[src/rtl/result_deskew_buf.sv]
`default_nettype none
// ============================================================================
// Module      : result_deskew_buf
// Description : Captures one tile of skewed systolic-array results and
//               re-aligns it into a DIM x DIM row buffer that can be read
//               back one row at a time.
//
//   Column j of Cin arrives one en-cycle later than column j-1. Each column
//   goes through a shift register of depth DIM-1-j, so all columns of a
//   row appear together at the delay-line outputs. Those aligned rows are
//   then written into the buffer.
//
// Ports       :
//   clk      in   clock; all state updates on the rising edge
//   rst      in   asynchronous active-high reset
//   start    in   clear the buffer and begin a new tile capture
//   en       in   advance enable; one skewed wavefront per en-cycle
//   Cin      in   DIM x BITS_C skewed column results (Cin[j] = column j)
//   rd_en    in   read request; honoured only while the tile is full
//   rd_row   in   row index to read
//   Cout     out  registered row-aligned read data
//   rd_valid out  Cout was updated this cycle
//   busy     out  capture in progress (PRIME or CAPTURE)
//   full     out  tile complete, buffer readable
//
// Revision    : 1.0 - initial release
// ============================================================================
module result_deskew_buf #(
  parameter int BITS_C = 16,
  parameter int DIM    = 8
) (
  input  logic                          clk,
  input  logic                          rst,
  input  logic                          start,
  input  logic                          en,
  input  logic [DIM-1:0][BITS_C-1:0]    Cin,
  input  logic                          rd_en,
  input  logic [$clog2(DIM)-1:0]        rd_row,
  output logic [DIM-1:0][BITS_C-1:0]    Cout,
  output logic                          rd_valid,
  output logic                          busy,
  output logic                          full
);

  localparam int RW = $clog2(DIM);
  localparam int KW = $clog2(2 * DIM);

  localparam logic [1:0] S_IDLE    = 2'd0;
  localparam logic [1:0] S_PRIME   = 2'd1;
  localparam logic [1:0] S_CAPTURE = 2'd2;
  localparam logic [1:0] S_FULL    = 2'd3;

  // Last en-cycle index of the priming phase and of the whole tile.
  localparam logic [KW-1:0] K_PRIME_LAST = KW'(DIM - 2);
  localparam logic [KW-1:0] K_TILE_LAST  = KW'(2 * DIM - 2);
  localparam logic [KW-1:0] K_ROW_OFFS   = KW'(DIM - 1);

  logic [1:0]                       state;
  logic [1:0]                       state_nxt;
  logic [KW-1:0]                    k;
  logic                             adv;
  logic                             wr;
  logic [RW-1:0]                    wr_row;
  logic                             rd_fire;
  logic [DIM-1:0][BITS_C-1:0]       aligned;
  logic [DIM-1:0][BITS_C-1:0]       mem [DIM];

  // start always wins: a coincident en or rd_en is discarded.
  assign adv     = en && !start && ((state == S_PRIME) || (state == S_CAPTURE));
  assign wr      = adv && (state == S_CAPTURE);
  assign wr_row  = RW'(k - K_ROW_OFFS);
  assign rd_fire = rd_en && !start && (state == S_FULL);

  // --------------------------------------------------------------------------
  // FSM: state register
  // --------------------------------------------------------------------------
  always_ff @(posedge clk or posedge rst) begin
    if (rst) begin
      state <= S_IDLE;
    end else begin
      state <= state_nxt;
    end
  end

  // --------------------------------------------------------------------------
  // FSM: next-state logic
  // --------------------------------------------------------------------------
  always_comb begin
    state_nxt = state;
    if (start) begin
      state_nxt = S_PRIME;
    end else begin
      case (state)
        S_PRIME:   if (en && (k == K_PRIME_LAST)) state_nxt = S_CAPTURE;
        S_CAPTURE: if (en && (k == K_TILE_LAST))  state_nxt = S_FULL;
        default:   state_nxt = state;
      endcase
    end
  end

  // --------------------------------------------------------------------------
  // FSM: outputs
  // --------------------------------------------------------------------------
  always_comb begin
    busy = 1'b0;
    full = 1'b0;
    case (state)
      S_PRIME, S_CAPTURE: busy = 1'b1;
      S_FULL:             full = 1'b1;
      default: ;
    endcase
  end

  // --------------------------------------------------------------------------
  // en-cycle counter since start
  // --------------------------------------------------------------------------
  always_ff @(posedge clk or posedge rst) begin
    if (rst) begin
      k <= '0;
    end else if (start) begin
      k <= '0;
    end else if (adv) begin
      k <= k + 1'b1;
    end
  end

  // --------------------------------------------------------------------------
  // Per-column deskew delay lines. Column j is delayed DIM-1-j en-cycles so
  // that at en-cycle k every column presents row k-(DIM-1).
  // --------------------------------------------------------------------------
  for (genvar j = 0; j < DIM; j++) begin : g_col
    if (j == DIM - 1) begin : g_pass
      assign aligned[j] = Cin[j];
    end else begin : g_dly
      localparam int D = DIM - 1 - j;
      logic [BITS_C-1:0] sr [D];

      always_ff @(posedge clk or posedge rst) begin
        if (rst) begin
          for (int i = 0; i < D; i++) sr[i] <= '0;
        end else if (start) begin
          for (int i = 0; i < D; i++) sr[i] <= '0;
        end else if (adv) begin
          sr[0] <= Cin[j];
          for (int i = 1; i < D; i++) sr[i] <= sr[i-1];
        end
      end

      assign aligned[j] = sr[D-1];
    end
  end

  // --------------------------------------------------------------------------
  // Row buffer
  // --------------------------------------------------------------------------
  always_ff @(posedge clk or posedge rst) begin
    if (rst) begin
      for (int r = 0; r < DIM; r++) mem[r] <= '0;
    end else if (start) begin
      for (int r = 0; r < DIM; r++) mem[r] <= '0;
    end else if (wr) begin
      mem[wr_row] <= aligned;
    end
  end

  // --------------------------------------------------------------------------
  // Registered read port; Cout holds whenever no read is accepted.
  // --------------------------------------------------------------------------
  always_ff @(posedge clk or posedge rst) begin
    if (rst) begin
      Cout     <= '0;
      rd_valid <= 1'b0;
    end else begin
      rd_valid <= rd_fire;
      if (rd_fire) begin
        Cout <= mem[rd_row];
      end
    end
  end

endmodule
`default_nettype wire

[config.mk]
export PLATFORM = sky130hd
export DESIGN_NAME = result_deskew_buf
export DESIGN_NICKNAME = d
export VERILOG_FILES = /design/src/rtl/result_deskew_buf.sv
export SDC_FILE = /design/constraint.sdc
export NUM_CORES = 2
export LEC_CHECK = 0
export CORE_MARGIN = 2
export CORE_UTILIZATION = 55
export DETAILED_ROUTE_END_ITERATION = 12
export PLACE_DENSITY_LB_ADDON = 0.08
export SLEW_MARGIN = 20
export SYNTH_ARGS = -nofsm -noshare
export SYNTH_HDL_FRONTEND = slang
export SYNTH_SLANG_ARGS = --single-unit
[constraint.sdc]
create_clock -name clk -period 59.7 [get_ports clk]
set_clock_uncertainty 0.2 [all_clocks]
set_input_delay 11.94 -clock clk [delete_from_list [all_inputs] [get_ports clk]]
set_output_delay 11.94 -clock clk [all_outputs]
set_load 0.005 [all_outputs]
Word level (Yosys, flattened, before mapping)
Index checks and enable logic that the tools add are counted.
Cells by class
  add/sub/neg operators: 2
  order comparisons: 3
  equal/unequal tests: 7
  mux-type cells: 30
  bitwise operators: 2
  reductions and logical operators: 15
Operator list (count)
  two-way mux 1024 bit: 2
  bitwise mux 1024 bit: 1
  binary-select mux 128 bit (select 3 bit): 1
  demux 128 bit (select 3 bit): 1
  two-way mux 128 bit: 3
  two-way mux 112 bit: 2
  two-way mux 96 bit: 2
  two-way mux 80 bit: 2
  two-way mux 64 bit: 2
  two-way mux 48 bit: 2
  two-way mux 32 bit: 2
  two-way mux 16 bit: 2
  greater-or-equal comparator 4 bit, second input constant: 2
  logical AND 1 bit: 8
  two-way mux 4 bit: 2
  inverter 3 -> 4 bit: 2
  two-way mux 2 bit: 3
  inequality test 3 x 2 -> 1 bit, second input constant: 2
  adder 4 x 1 -> 4 bit, second input constant: 1
  equality test 2 bit, second input constant: 2
  equality test 4 x 3 -> 1 bit, second input constant: 1
  equality test 4 bit, second input constant: 1
  less-than comparator 4 x 1 -> 1 bit, second input constant: 1
  case mux 2 bit (2 select lines): 1
  other kinds (9): 11
Storage, ports and cells
  flip-flop bits (word level): 1607
  bits of input ports: 136
  output and inout port bits: 131
  logic and storage cells: 162

Longest topological paths before layout
  depth in word-level cells: 9
  gate-level depth with buffers: 9
  mapped depth without buffers: 6

Worst setup path after synthesis
OpenSTA, ideal clock, no wires.
  path type: input -> register
  start point: in rd_row[0]
  end point: reg Cout[127] in the netlist's numbering
  data arrival time: 13.123 ns
  data required time: 59.364 ns
  path slack: 46.240 ns
  cell stages on the path: 7
  buffers on the path: 4
  cells stage by stage: buf_4 > buf_6 > buf_4 > buf_2 > mux2_2 > o221ai_1 > o21ai_0
Between the ends
  cells in the longest elaborated chain, start to end: 4
RTL lines
  from (decl): RTL line 38  | input logic [$clog2(DIM)-1:0] rd_row,
  inverter 3 -> 4 bit (not written as such): RTL line 176  | Cout <= mem[rd_row];
  binary-select mux 128 bit (select 3 bit): RTL line 176
  two-way mux 128 bit (not written as such) (2 in a row): RTL line 176
  to (signal assigned): RTL line 176
  to (decl): RTL line 39  | output logic [DIM-1:0][BITS_C-1:0] Cout,
Every way passes these cells. The select of a mux whose other input is x is not followed.
A chain may end at the register's enable or synchronous reset.

==> flow_metrics.env <==
export IMPL_status="complete, no violations"
export IMPL_synth_top_area_share_pct=56.0
export IMPL_ys_seq_area_share_pct=56.0
export IMPL_syn_num_nets=8014
export IMPL_grtUsageTotal_pct=30.1
export IMPL_end_kind="asynchronous set/reset pin"
export IMPL_synth_top_family_by_area="simple AND/OR/NAND/NOR gates"
export IMPL_ant_nets=0
export IMPL_synth_compound_area_share_pct=14.2
export IMPL_syn_inst=7873
export IMPL_viasPerCell=5.80
export IMPL_finish_instance_area_sq_um=79100
export IMPL_synth_fa_ha_area_share_pct=0.0872
export IMPL_fillers=11300
export IMPL_post_route_period_util_pct=27.4
export IMPL_drt_total_wl_um=200000
export IMPL_critPathLaunchType="input pin"
export IMPL_dieArea_sq_um=133000
export IMPL_critical_path_slowest_cell="buf_4"
export IMPL_cts_resized=0
export IMPL_grt_pass1_wl_um=315000
export IMPL_grt_pass1_vias=53200
export IMPL_drt_pass1_iter_count=8
export IMPL_io_pin_count=267
export IMPL_die_w_um=365
export IMPL_postCtsHoldBufs=0
export IMPL_cp_startpoint="rst"
export IMPL_final_cell_mix="nand2_1 (3077), dfrtp_1 (1607), a21oi_1 (1457), clkdlybuf4s50_1 (264)"
export IMPL_synth_seq_cells=1607
export IMPL_crit_cells=7
export IMPL_setup_ws_ns=43.31
export IMPL_drt_iter0_drc=5587
export IMPL_hp_class="reg -> reg"
export IMPL_drive_above_1_share_pct=8.32
export IMPL_hold_viol_final=0
export IMPL_p_leak_nw=33.4
export IMPL_synth_async_reset_ratio_pct=100
export IMPL_setup_viol=0
export IMPL_min_period_ns=16.39
export IMPL_ys_flop_type="dfrtp_1"
export IMPL_htree_levels=4
export IMPL_grt_max_degree=243
export IMPL_arrival_ns=17.02
export IMPL_root_buffer="clkbuf_16"
export IMPL_layout_nets=7778
export IMPL_antenna_found_initial=1
export IMPL_yosysTopAreaCell="dfrtp_1"
export IMPL_dp_hpwl_um=100000
export IMPL_drv_slew=0
export IMPL_worstReg2RegStart="k[0]"
export IMPL_pre_cts_slack_ns=41.90
export IMPL_drc_errors=0
export IMPL_hold_depth=2
export IMPL_fp_row_count=132
export IMPL_powerDensity_nw_per_um2=28.8
export IMPL_dp_cells=9206
export IMPL_worstPathRequired_ns=60.34
export IMPL_synth_cell_area_sq_um=71800
export IMPL_path_max_fanout=184
export IMPL_path_clk_slew_ns=0.06
export IMPL_critical_path_buf_inv_count=7
export IMPL_cts_sinks=1607
export IMPL_cts_tree="built"
export IMPL_synthXorXnorAreaFrac_pct=0.0697
export IMPL_critical_path_endpoint="mem[590]"
export IMPL_synth_simple_gate_area_share_pct=16.4
export IMPL_antenna_cells=0
export IMPL_slew_headroom_pct=22.4
export IMPL_finalSetupTns_ns=0
export IMPL_synth_mux_area_share_pct=7.59
export IMPL_post_cts_buffers=0
export IMPL_synth_edf_count=0
export IMPL_peakVddDrop_mv=0.0226
export IMPL_cts_max_path_buffers=3
export IMPL_cp_top_family="buffers and inverters"
export IMPL_worst_r2r_cell_count=8
export IMPL_fmax_ghz=0.0610
export IMPL_clk_latency_ns=0.80
export IMPL_postSynthAreaPerCell_sq_um=9.12
export IMPL_worst_pin_slew_ns=1.16
export IMPL_vias=55100
export IMPL_routedWlPerCell_um=21.1
export IMPL_cp_common_cell="buf_4"
export IMPL_crit_path_cell_trace="clkdlybuf4s50_1, inv_8, buf_4, buf_12, buf_4, buf_4, buf_6"
export IMPL_max_stage_delay_ns=0.88
export IMPL_area_growth_syn_to_layout_pct=10.2
export IMPL_dpl_cell_area_sq_um=73600
export IMPL_yosys_top_cells_area="dfrtp_1 (56%), nand2_1 (16%), a21oi_1 (10%)"
export IMPL_gp_congestion=0.772
export IMPL_synth_distinct_cells=41
export IMPL_start_util_pct=55.4
export IMPL_mostFrequentLayoutCell="nand2_1"
export IMPL_die_h_um=365
export IMPL_fin_cells=9505
export IMPL_reg2reg_slack_ns=54.79
export IMPL_grt_ovfl_total=0
export IMPL_portBuffers=266
export IMPL_worstSetupPathType="in -> async"
export IMPL_cap_violations=0
export IMPL_yosysWarnings=0
export IMPL_worstReg2RegEnd="mem[659]"
export IMPL_rsz0062_at_grt="no"
export IMPL_core_area_sq_um=129000
export IMPL_cts_buffers=170
report_power, final:
part | internal [mW] | total, mW | leakage, nW | switching, mW
logic | 0.0319 | 0.123 | 8.26 | 0.0915
registers | 1.10 | 1.11 | 22.4 | 0.00824
clock network | 0.618 | 1.05 | 2.73 | 0.432
total | 1.75 | 2.28 | 33.4 | 0.532
worst reg2reg max path, stage by stage (launching register included):
cell,delay [ns]
dfrtp_1,0.69
inv_1,0.28
ha_1,0.43
nand4b_1,0.32
nor2_4,0.78
buf_4,0.86
buf_4,0.94
nand2_1,0.16
a21oi_1,0.16
state kept, by name, indices dropped and copies added (netlist names):
name            cells
mem              1024
g_col.g_dly.sr    352
Cout              128
aligned            96
k                   4
state               2
rd_valid            1
per-stage QoR:
stage	hold slack (ns)	total power, mW	util (%)
global placement	0.262	1.25	56.8
global route	0.294	2.35	61.1
CTS	0.282	2.30	61.1
floorplan	0.273	1.21	-
finish	0.278	2.28	61.1
detailed placement	0.269	1.25	56.8
cells in the mapped netlist, drive strengths merged (5+ instances only):
master	instances
nor2	10
inv	7
a221o	33
o22ai	34
mux2	256
o21ai	128
o221ai	95
nand3	5
clkbuf	318
nand2	3082
a21oi	1476
ha	5
a22oi	95
mux2i	256
buf	442
dfrtp	1607
cell type report:
type | instances | area (sq um) | area share [%]
multi-input combinational | 5499 | 27700 | 35.0
clock buffer | 257 | 5090 | 6.43
inverter | 7 | 33.8 | 0.0427
sequential | 1607 | 40200 | 50.8
tap | 1742 | 2180 | 2.76
timing repair buffer | 352 | 3480 | 4.40
clock inverter | 41 | 417 | 0.527
metal layers:
layer	up-vias	GRT usage, %	share of wire [%]
met5	-	0	0
met4	0	8.04	2.1
met3	299	4.66	7.0
met2	1778	46.9	46
met1	27500	44.2	44
li1	25500	-	-
cells by family after synthesis:
| family | after synthesis |
|---|---|
| xor+xnor | 4 |
| compound gates | 1863 |
| flops | 1607 |
| fa+ha+maj | 5 |
| simple gates | 3115 |
| buf+inv | 767 |
| mux | 512 |
worst min path at each step:
stage / from / endpoint / slack, ns
2_1_floorplan: Cout[0] / Cout[0] / 0.27
3_3_place_gp: Cout[85] / Cout[85] / 0.26
3_5_place_dp: Cout[125] / Cout[125] / 0.27
4_1_cts: Cout[125] / Cout[125] / 0.28
5_1_grt: Cout[98] / Cout[98] / 0.29
6_report: Cout[125] / Cout[125] / 0.28
Power figures use the tool's default switching activity.
